===== src/rtl/ascon_xor_begin_if.sv =====
// ascon_xor_begin_if
// Bundles the enables and data paths around the ASCON input-side XOR stage.
// State words are packed as [4:0][63:0]; element [i] is ASCON word x<i>.
//   en_xor_data_i : XOR data_i into word 0
//   en_xor_key_i  : XOR key_i into words 1 and 2
//   state_i       : incoming permutation state (320 bits)
//   data_i        : padded 64-bit AD/plaintext block
//   key_i         : 128-bit key, [127:64] is the high half
//   state_o       : registered XORed state
// Modports: master drives the inputs and observes state_o; slave is the stage.
interface ascon_xor_begin_if;
  logic                  en_xor_data_i;
  logic                  en_xor_key_i;
  logic [4:0][63:0]      state_i;
  logic [63:0]           data_i;
  logic [127:0]          key_i;
  logic [4:0][63:0]      state_o;

  modport master (
    output en_xor_data_i, en_xor_key_i, state_i, data_i, key_i,
    input  state_o
  );

  modport slave (
    input  en_xor_data_i, en_xor_key_i, state_i, data_i, key_i,
    output state_o
  );
endinterface


===== src/rtl/ascon_xor_begin.sv =====
// ascon_xor_begin
// Input-side XOR stage of the ASCON-128 permutation datapath. Optionally XORs
// the data block into x0 and the key into x1/x2, then registers the result so
// the round logic sees the updated state on the next clock. No FSM here; the
// ASCON controller drives the enables.
// Ports:
//   clock_i : rising-edge clock
//   reset_i : synchronous, active-high; clears all five state words
//   bus     : ascon_xor_begin_if.slave (enables, state_i, data_i, key_i, state_o)
// Build option:
//   XOR_BEGIN_BOTH_EN defined   -> both enables high applies data and key XORs
//   XOR_BEGIN_BOTH_EN undefined -> key XOR wins, data XOR suppressed
module ascon_xor_begin (
  input  logic               clock_i,
  input  logic               reset_i,
  ascon_xor_begin_if.slave   bus
);

  logic             data_en_eff;
  logic [4:0][63:0] state_next;

`ifdef XOR_BEGIN_BOTH_EN
  assign data_en_eff = bus.en_xor_data_i;
`else
  // Key has priority when the controller raises both enables together.
  assign data_en_eff = bus.en_xor_data_i & ~bus.en_xor_key_i;
`endif

  always_comb begin
    state_next    = bus.state_i;
    state_next[0] = bus.state_i[0] ^ (data_en_eff ? bus.data_i : 64'h0);
    state_next[1] = bus.state_i[1] ^ (bus.en_xor_key_i ? bus.key_i[127:64] : 64'h0);
    state_next[2] = bus.state_i[2] ^ (bus.en_xor_key_i ? bus.key_i[63:0] : 64'h0);
  end

  always_ff @(posedge clock_i) begin
    if (reset_i) begin
      bus.state_o <= '0;
    end else begin
      bus.state_o <= state_next;
    end
  end

endmodule


===== src/flat_wrapper.sv =====
// flat-port wrapper written by rule: the top's interface ports become plain ports
module ascon_xor_begin_flat 
  (clock_i, reset_i, bus_en_xor_data_i, bus_en_xor_key_i, bus_state_i, bus_data_i, bus_key_i, bus_state_o);
  ascon_xor_begin_if bus_i ();
  input  logic clock_i;
  input  logic reset_i;
  input wire logic [$bits(bus_i.en_xor_data_i)-1:0] bus_en_xor_data_i;
  input wire logic [$bits(bus_i.en_xor_key_i)-1:0] bus_en_xor_key_i;
  input wire logic [$bits(bus_i.state_i)-1:0] bus_state_i;
  input wire logic [$bits(bus_i.data_i)-1:0] bus_data_i;
  input wire logic [$bits(bus_i.key_i)-1:0] bus_key_i;
  output wire logic [$bits(bus_i.state_o)-1:0] bus_state_o;
  assign bus_i.en_xor_data_i = bus_en_xor_data_i;
  assign bus_i.en_xor_key_i = bus_en_xor_key_i;
  assign bus_i.state_i = bus_state_i;
  assign bus_i.data_i = bus_data_i;
  assign bus_i.key_i = bus_key_i;
  assign bus_state_o = bus_i.state_o;
  ascon_xor_begin u_core (.clock_i(clock_i), .reset_i(reset_i), .bus(bus_i));
endmodule

===== config.mk =====
export PLATFORM = sky130hd
export DESIGN_NAME = ascon_xor_begin_flat
export DESIGN_NICKNAME = d
export VERILOG_FILES = /design/src/rtl/ascon_xor_begin_if.sv /design/src/rtl/ascon_xor_begin.sv /design/src/flat_wrapper.sv
export SDC_FILE = /design/constraint.sdc
export NUM_CORES = 1
export LEC_CHECK = 0
export CAP_MARGIN = 25
export CORE_AREA = 2 2 326 328
export DETAILED_ROUTE_END_ITERATION = 10
export DIE_AREA = 0 0 328 330
export GPL_ROUTABILITY_DRIVEN = 0
export GPL_TIMING_DRIVEN = 0
export PLACE_DENSITY = 0.42
export RECOVER_POWER = 100
export SKIP_CTS_REPAIR_TIMING = 1
export SLEW_MARGIN = 10
export SYNTH_ARGS = -nofsm -noshare
export SYNTH_HDL_FRONTEND = slang
export SYNTH_SLANG_ARGS = --single-unit

===== constraint.sdc =====
create_clock -name clock_i -period 1.8 [get_ports clock_i]
set_input_delay 0.18 -clock clock_i [delete_from_list [all_inputs] [get_ports clock_i]]
set_output_delay 0.18 -clock clock_i [all_outputs]
set_load 0.05 [all_outputs]

# Word-level counts from Yosys, hierarchy flattened
# Cells that the tools add are included.
[totals] reg_bits=320 latchBits=0 mem_bits_rw=0 rom_bits=0 in_bits=516 out_inout_bits=320 memories=0
[op_classes] addsub=0 multipliers=0 n_div=0 order_cmp=0 eq_ne=0 n_shift=0 muxes=3 bitwise=5 reduce_logical=0
[op_table] operator="$mux 64" n=3
[op_table] operator="$xor 64x64->64" n=3
[op_table] operator="$and 1x1->1" n=1
[op_table] operator="$not 1->1" n=1

# Logic depth before layout (Yosys ltp)
# Gate-level depths: netlist (run 1).
[logic_depth] word_depth=4 ltp_mapped=5

# Worst setup path after synthesis (run 1)
# No wires, ideal clock.
[synth_path] kind="input port to flip-flop" startpoint="in bus_en_xor_key_i" endpoint="reg u_core.bus.state_o[55]" setup_time_ps=123 arrival_ps=909 t_required_ps=1677 slack_ps=768 cell_stages=4 n_path_buf=2 cell_sequence="buf_4 -> buf_2 -> nand3b_1 -> mux2_1"
[synth_between] elab_chain_len=4
[synth_lines] element="from (decl)" line_no="flat_wrapper.sv:8" rtl="input wire logic [$bits(bus_i.en_xor_key_i)-1:0] bus_en_xor_key_i;"
[synth_lines] element="$not 1->1" line_no="ascon_xor_begin.sv:26" rtl="assign data_en_eff = bus.en_xor_data_i & ~bus.en_xor_key_i;"
[synth_lines] element="$and 1x1->1" line_no="ascon_xor_begin.sv:26"
[synth_lines] element="$mux 64" line_no="ascon_xor_begin.sv:31" rtl="state_next[0] = bus.state_i[0] ^ (data_en_eff ? bus.data_i : 64'h0);"
[synth_lines] element="$xor 64x64->64" line_no="ascon_xor_begin.sv:31"
[synth_lines] element="to (signal assigned)" line_no="ascon_xor_begin.sv:40" rtl="bus.state_o <= state_next;"
[synth_lines] element="to (decl)" line_no="ascon_xor_begin_if.sv:26" rtl="output state_o"
# No other way between the ends.
# A chain may end at the register's enable or synchronous reset.

# Worst setup path in the final report (run 1)
[layout_path] startpoint="reg u_core.bus.state_o[231]" endpoint="out bus_state_o[231]"
[layout_rtl] element="to (decl)" line_no="flat_wrapper.sv:12" rtl="output wire logic [$bits(bus_i.state_o)-1:0] bus_state_o;"
# No word-level cell between the ends.

==> flow_summary.yaml, run 1 <==
global_routing:
  grt_first_pass_wirelength_mm: 94.94
  grt_max_degree: 13
  grt_pass1_vias: 13030
  grt.total_usage: 0.1231
  antenna_found_initial: 18
  grt-ovfl-total: 0
final_layout:
  largest_register: "u_core.bus.state_o"
  area_growth_pct: 77.63
  n_fill_cell: 11630
  nets: 2566
  reg.largest.list: "u_core.bus.state_o: 320 flops"
  largest_register_ffs: 320
  finalNonFillerCells: 3473
  final_common_cell: "clkdlybuf4s50_1"
  layout_common_cells: "clkdlybuf4s50_1 (512), clkbuf_1 (330), dfxtp_1 (320)"
  drive_above_1_share: 0.1506
  postLayoutCoreUtil: 0.2110
placed_design:
  place_hpwl_mm: 57.82
  portBuffers: 832
  post-place-cells: 3395
  pre_cts_ws_ns: -0.05232
pwr:
  power.switching_mw: 6.512
  ir_drop_mv: 0.5465
  seqPwrFrac: 0.365
  power_mw: 21.06
  p_int_mw: 14.55
  swShare: 0.3092
  leakage_nw: 8.404
  p_clk_frac: 0.420
  p_comb_frac: 0.216
  power_density_nw_per_um2: 953.5
clock_tree:
  htree_levels: 2
  clk_path_buf_depth: 3
  cts.sinks: 320
  numCtsBuffers: 44
  clkTransAtPathRegs_ns: 0.06
  cts_root_buffer: "clkbuf_16"
  cts_tree: "built"
worst_setup_path:
  cp.required_ns: 1.62
  crit_buf_inv: 1
  worstSetupPathType: "flop to primary output"
  worstPathCellList: "dlymetal6s2s_1"
  cp.arrival_ns: 1.54
  end_kind: "primary output"
  crit_family: "buffers and inverters"
  startpoint_type: "flop"
  cp_max_fo: 1
  crit_slowest_cell: "dlymetal6s2s_1"
  slowest_delay_ns: 0.48
route:
  drt_iter0_markers: 419
  wl_met2_mm: 34.19
  drc_errors: 0
  via_per_inst: 3.492
  top_layer: "met5"
  vias: 12130
  postRouteAntennaNets: 0
  drtPass1Iterations: 4
  met3_length_mm: 7.586
  avgRoutedWirePerCell_microns: 20.36
  wl_mm: 70.72
  met1_length_mm: 26.95
timing:
  min_period_ns: 1.715
  final.setup.worst_slack_ns: 0.08478
  setup_violations: 0
  timing_hold_violations_final: 0
  clock.fmax_mhz: 583.0
  rsz0062_at_grt: "false"
  tightest_slew_ns: 1.003
  holdWs_ns: 0.1183
  min_period_over_period: 0.9529
  maxSlewViolCount: 0
  slew_headroom: 0.3311
floorplanning:
  io_pins: 836
  core_area_sq_um: 104700
  die_h_microns: 330
  rows: 119
  die_area_sq_um: 108200
  initial_core_util: 0.1188
  die_w_microns: 328
hold_path:
  holdPathStages: 3
  min_from: "bus_en_xor_key_i"
  hold_path_end: "u_core.bus.state_o[2]"
  hp-class: "primary input to flop"
outcome:
  status: "complete, no violations"
synthesis:
  synth_warnings: 0
  ys_ff_latch: 320
  synth_seq_area_share: 0.5152
  syn_area_sq_um: 12430
  synth.distinct_cells: 13
  synth_nets: 1688
  syn_area_per_cell_sq_um: 10.61
  synthCells: 1172
run:
  cap_violations: 0
[metrics by stage]
step                      setup TNS (ns)  area, sq um
after floorplan                        0        12430
after global placement          -0.05751        22500
after detailed placement        -0.09239        22500
after CTS                         -61.52        23910
after global routing                   0        22080
final                                  0        22090
[how the worst max path moves through the flow]
stage / slack (ns) / startpoint / cells after the start / end
detailed placement: -0.05 / reset_i / 4 / u_core.bus.state_o[310]
finish: 0.08 / u_core.bus.state_o[231] / 1 / bus_state_o[231]
global route: 0.0004 / u_core.bus.state_o[3] / 1 / bus_state_o[3]
CTS: -0.45 / u_core.bus.state_o[64] / 1 / bus_state_o[64]
global placement: -0.03 / reset_i / 4 / u_core.bus.state_o[310]
floorplan: 0.77 / bus_en_xor_key_i / 4 / u_core.bus.state_o[55]
[synth_stat cells]
master | number | area, sq um
buf_6 | 4 | 45.04
clkbuf_1 | 9 | 33.78
buf_2 | 51 | 255.2
nor2b_1 | 177 | 1107
nand3b_1 | 192 | 1441
dfxtp_1 | 320 | 6406
mux2_2 | 61 | 686.9
mux2_1 | 3 | 33.78
buf_4 | 20 | 150.1
and2b_1 | 15 | 112.6
nor2_1 | 64 | 240.2
a21oi_1 | 128 | 640.6
a21bo_2 | 128 | 1281
[cells by family (layout without fill, tap and decap cells)]
family,count (synthesis),after routing,synth area share
and+or+nand+nor,448,448,0.2333
DFF,320,320,0.5152
AOI/OAI and AO/OA,256,256,0.1546
buffers and inverters,84,991,0.03894
muxes,64,64,0.05796
other,0,3,0
[final cells by class]
cell class                 count  area [sq um]  share of cell area
multi-input combinational    768          5544              0.2510
tap                         1391          1740             0.07880
antenna                        3         7.507           0.0003399
sequential                   320          6406              0.2900
clock inverter                18         221.5             0.01003
timing repair buffer         832          6535              0.2959
buffer                        84         442.9             0.02005
clock buffer                  57          1190             0.05387
[metal layers]
metal | global-route usage | vias up
met5 | 0 | -
met4 | 0.03889 | 20
met3 | 0.05615 | 101
met2 | 0.2100 | 550
met1 | 0.1359 | 5698
li1 | - | 5758
[tightest hold or removal path: cells and delay by family]
kind / cells / cell delay [ns]
buffers and inverters: 1 / 0.21
multiplexers: 1 / 0.15
AND/OR/NAND/NOR: 1 / 0.14
[power groups by stage]
stage          Combinational (mW)  Clock, mW  Sequential, mW
5_1_grt                      4.81       9.50            7.72
2_1_floorplan               0.968          0            9.35
3_5_place_dp                 5.10          0            7.84
3_3_place_gp                 5.07          0            7.83
4_1_cts                      5.13       9.24            7.69
6_report                     4.55       8.83            7.68
(Power assumes the default switching activity.)
==> run 2: changes to the inputs <==
--- a/config.mk
+++ b/config.mk
@@ -11,6 +11,7 @@
 export DIE_AREA = 0 0 328 330
 export GPL_ROUTABILITY_DRIVEN = 0
 export GPL_TIMING_DRIVEN = 0
+export MAX_ROUTING_LAYER = met4
 export PLACE_DENSITY = 0.42
 export RECOVER_POWER = 100
 export SKIP_CTS_REPAIR_TIMING = 1
==> run 2 against run 1 <==
Global-route usage is 0.38 points higher. Worst setup slack worse by 0.030 ns. Total power hardly changed. Via count hardly changed. Wire length hardly changed. Die area stayed put. Cell count is 0.29% higher. Clock power hardly changed. Utilization hardly changed. Cell area is 0.11% higher. Sequential share of layout area hardly changed. Critical path type unchanged. Largest power group unchanged.
==> flow_summary.yaml, run 2 (same netlist as run 1, synthesis figures left out) <==
timing:
  setup_violations: 0
  min_period_over_period: 0.9697
  tightest_slew_ns: 1.038
  slew_headroom: 0.3077
  timing_hold_violations_final: 0
  rsz0062_at_grt: "false"
  fin_tns_setup_ns: 0
  maxSlewViolCount: 0
  clock.fmax_mhz: 572.9
  min_period_ns: 1.746
final_layout:
  area_growth_pct: 77.83
  postLayoutCoreUtil: 0.2113
  regArea_sq_um: 6406
  reg.largest.list: "u_core.bus.state_o: 320 flops"
  layout_common_cells: "clkdlybuf4s50_1 (512), clkbuf_1 (330), dfxtp_1 (320)"
  nets: 2566
  largest_register: "u_core.bus.state_o"
  final_common_cell: "clkdlybuf4s50_1"
  fin_area_sq_um: 22110
  drive_above_1_share: 0.1506
  multi_input_area_sq_um: 5544
  n_fill_cell: 11630
  largest_register_ffs: 320
clock_tree:
  numCtsBuffers: 44
  cts_root_buffer: "clkbuf_16"
  cts_tree: "built"
  htree_levels: 2
  clk_path_buf_depth: 3
  cts.sinks: 320
  clkTransAtPathRegs_ns: 0.06
run:
  cap_violations: 0
floorplanning:
  die_w_microns: 328
  rows: 119
  initial_core_util: 0.1188
  die_h_microns: 330
  core_area_sq_um: 104700
  die_area_sq_um: 108200
  io_pins: 836
route:
  vias: 12130
  avgRoutedWirePerCell_microns: 20.29
  top_layer: "met4"
  postRouteAntennaNets: 0
  drc_errors: 0
  via_per_inst: 3.483
  wl_met2_mm: 34.24
  met3_length_mm: 7.211
  drt_iter0_markers: 457
  met1_length_mm: 27.44
  wl_mm: 70.67
  drtPass1Iterations: 5
pwr:
  leakage_nw: 8.404
  p_comb_frac: 0.216
  seqPwrFrac: 0.365
  swShare: 0.3090
  ir_drop_mv: 0.5438
  p_clk_frac: 0.419
  power_density_nw_per_um2: 952.1
  power.switching_mw: 6.505
  p_int_mw: 14.55
worst_setup_path:
  cp.required_ns: 1.62
  crit_slowest_cell: "dlymetal6s2s_1"
  worstPathCellList: "dlymetal6s2s_1"
  cp.arrival_ns: 1.57
  worstSetupPathType: "flop to primary output"
  crit_family: "buffers and inverters"
  startpoint_type: "flop"
  crit_buf_inv: 1
  end_kind: "primary output"
  slowest_delay_ns: 0.52
  crit_cells: 1
  cp_max_fo: 1
placed_design:
  place_hpwl_mm: 57.82
  placed_area_sq_um: 22500
  portBuffers: 832
global_routing:
  grt-ovfl-total: 0
  grt_max_degree: 13
  antenna_found_initial: 18
  grt.total_usage: 0.1269
  grt_first_pass_wirelength_mm: 94.65
  grt_pass1_vias: 13100
outcome:
  status: "complete, no violations"
hold_path:
  hold_path_end: "u_core.bus.state_o[2]"
  holdPathStages: 3
  min_from: "bus_en_xor_key_i"
  hp-class: "primary input to flop"
==> run 2: changes by cell type in the layout (fill, tap and decap cells not counted) <==
cell | before | now
diode_2 | 3 | 13
==> run 2: through the flow <==
stage | std cells | setup WS [ns] | hold WS, ns | total power, mW
after global placement | 3395 | -0.03011 | 0.7319 | 12.90
after detailed placement | 3395 | -0.05232 | 0.7431 | 12.94
after CTS | 3470 | -0.4499 | 0.05938 | 22.06
after global routing | 3482 | 0.0003844 | 0.08136 | 22.02
after floorplan | 1172 | 0.7679 | 0.3082 | 10.31
final | 3483 | 0.05447 | 0.1096 | 21.05
==> run 2: power by group through the flow <==
stage | Sequential (mW) | Clock (mW) | Combinational [mW]
2_1_floorplan | 9.35 | 0 | 0.968
3_3_place_gp | 7.83 | 0 | 5.07
3_5_place_dp | 7.84 | 0 | 5.10
4_1_cts | 7.69 | 9.24 | 5.13
5_1_grt | 7.72 | 9.49 | 4.81
6_report | 7.68 | 8.82 | 4.55
==> run 2: area by class of cell <==
type | count | area share
antenna | 13 | 0.001471
buffer | 84 | 0.02003
clock buffer | 57 | 0.05381
clock inverter | 18 | 0.01002
multi-input combinational | 768 | 0.2507
sequential | 320 | 0.2897
tap | 1391 | 0.07871
timing repair buffer | 832 | 0.2955
==> run 2: worst max-delay path by stage <==
stage	from	end
finish	u_core.bus.state_o[56]	bus_state_o[56]
global route	u_core.bus.state_o[3]	bus_state_o[3]
CTS	u_core.bus.state_o[64]	bus_state_o[64]
detailed placement	reset_i	u_core.bus.state_o[310]
global placement	reset_i	u_core.bus.state_o[310]
floorplan	bus_en_xor_key_i	u_core.bus.state_o[55]
==> run 2: layer usage <==
layer	global-route usage	vias to the layer above
met3	0.05429	84
met2	0.2099	562
met4	0.03859	0
met1	0.1373	5710
li1	-	5776
met5	-	-
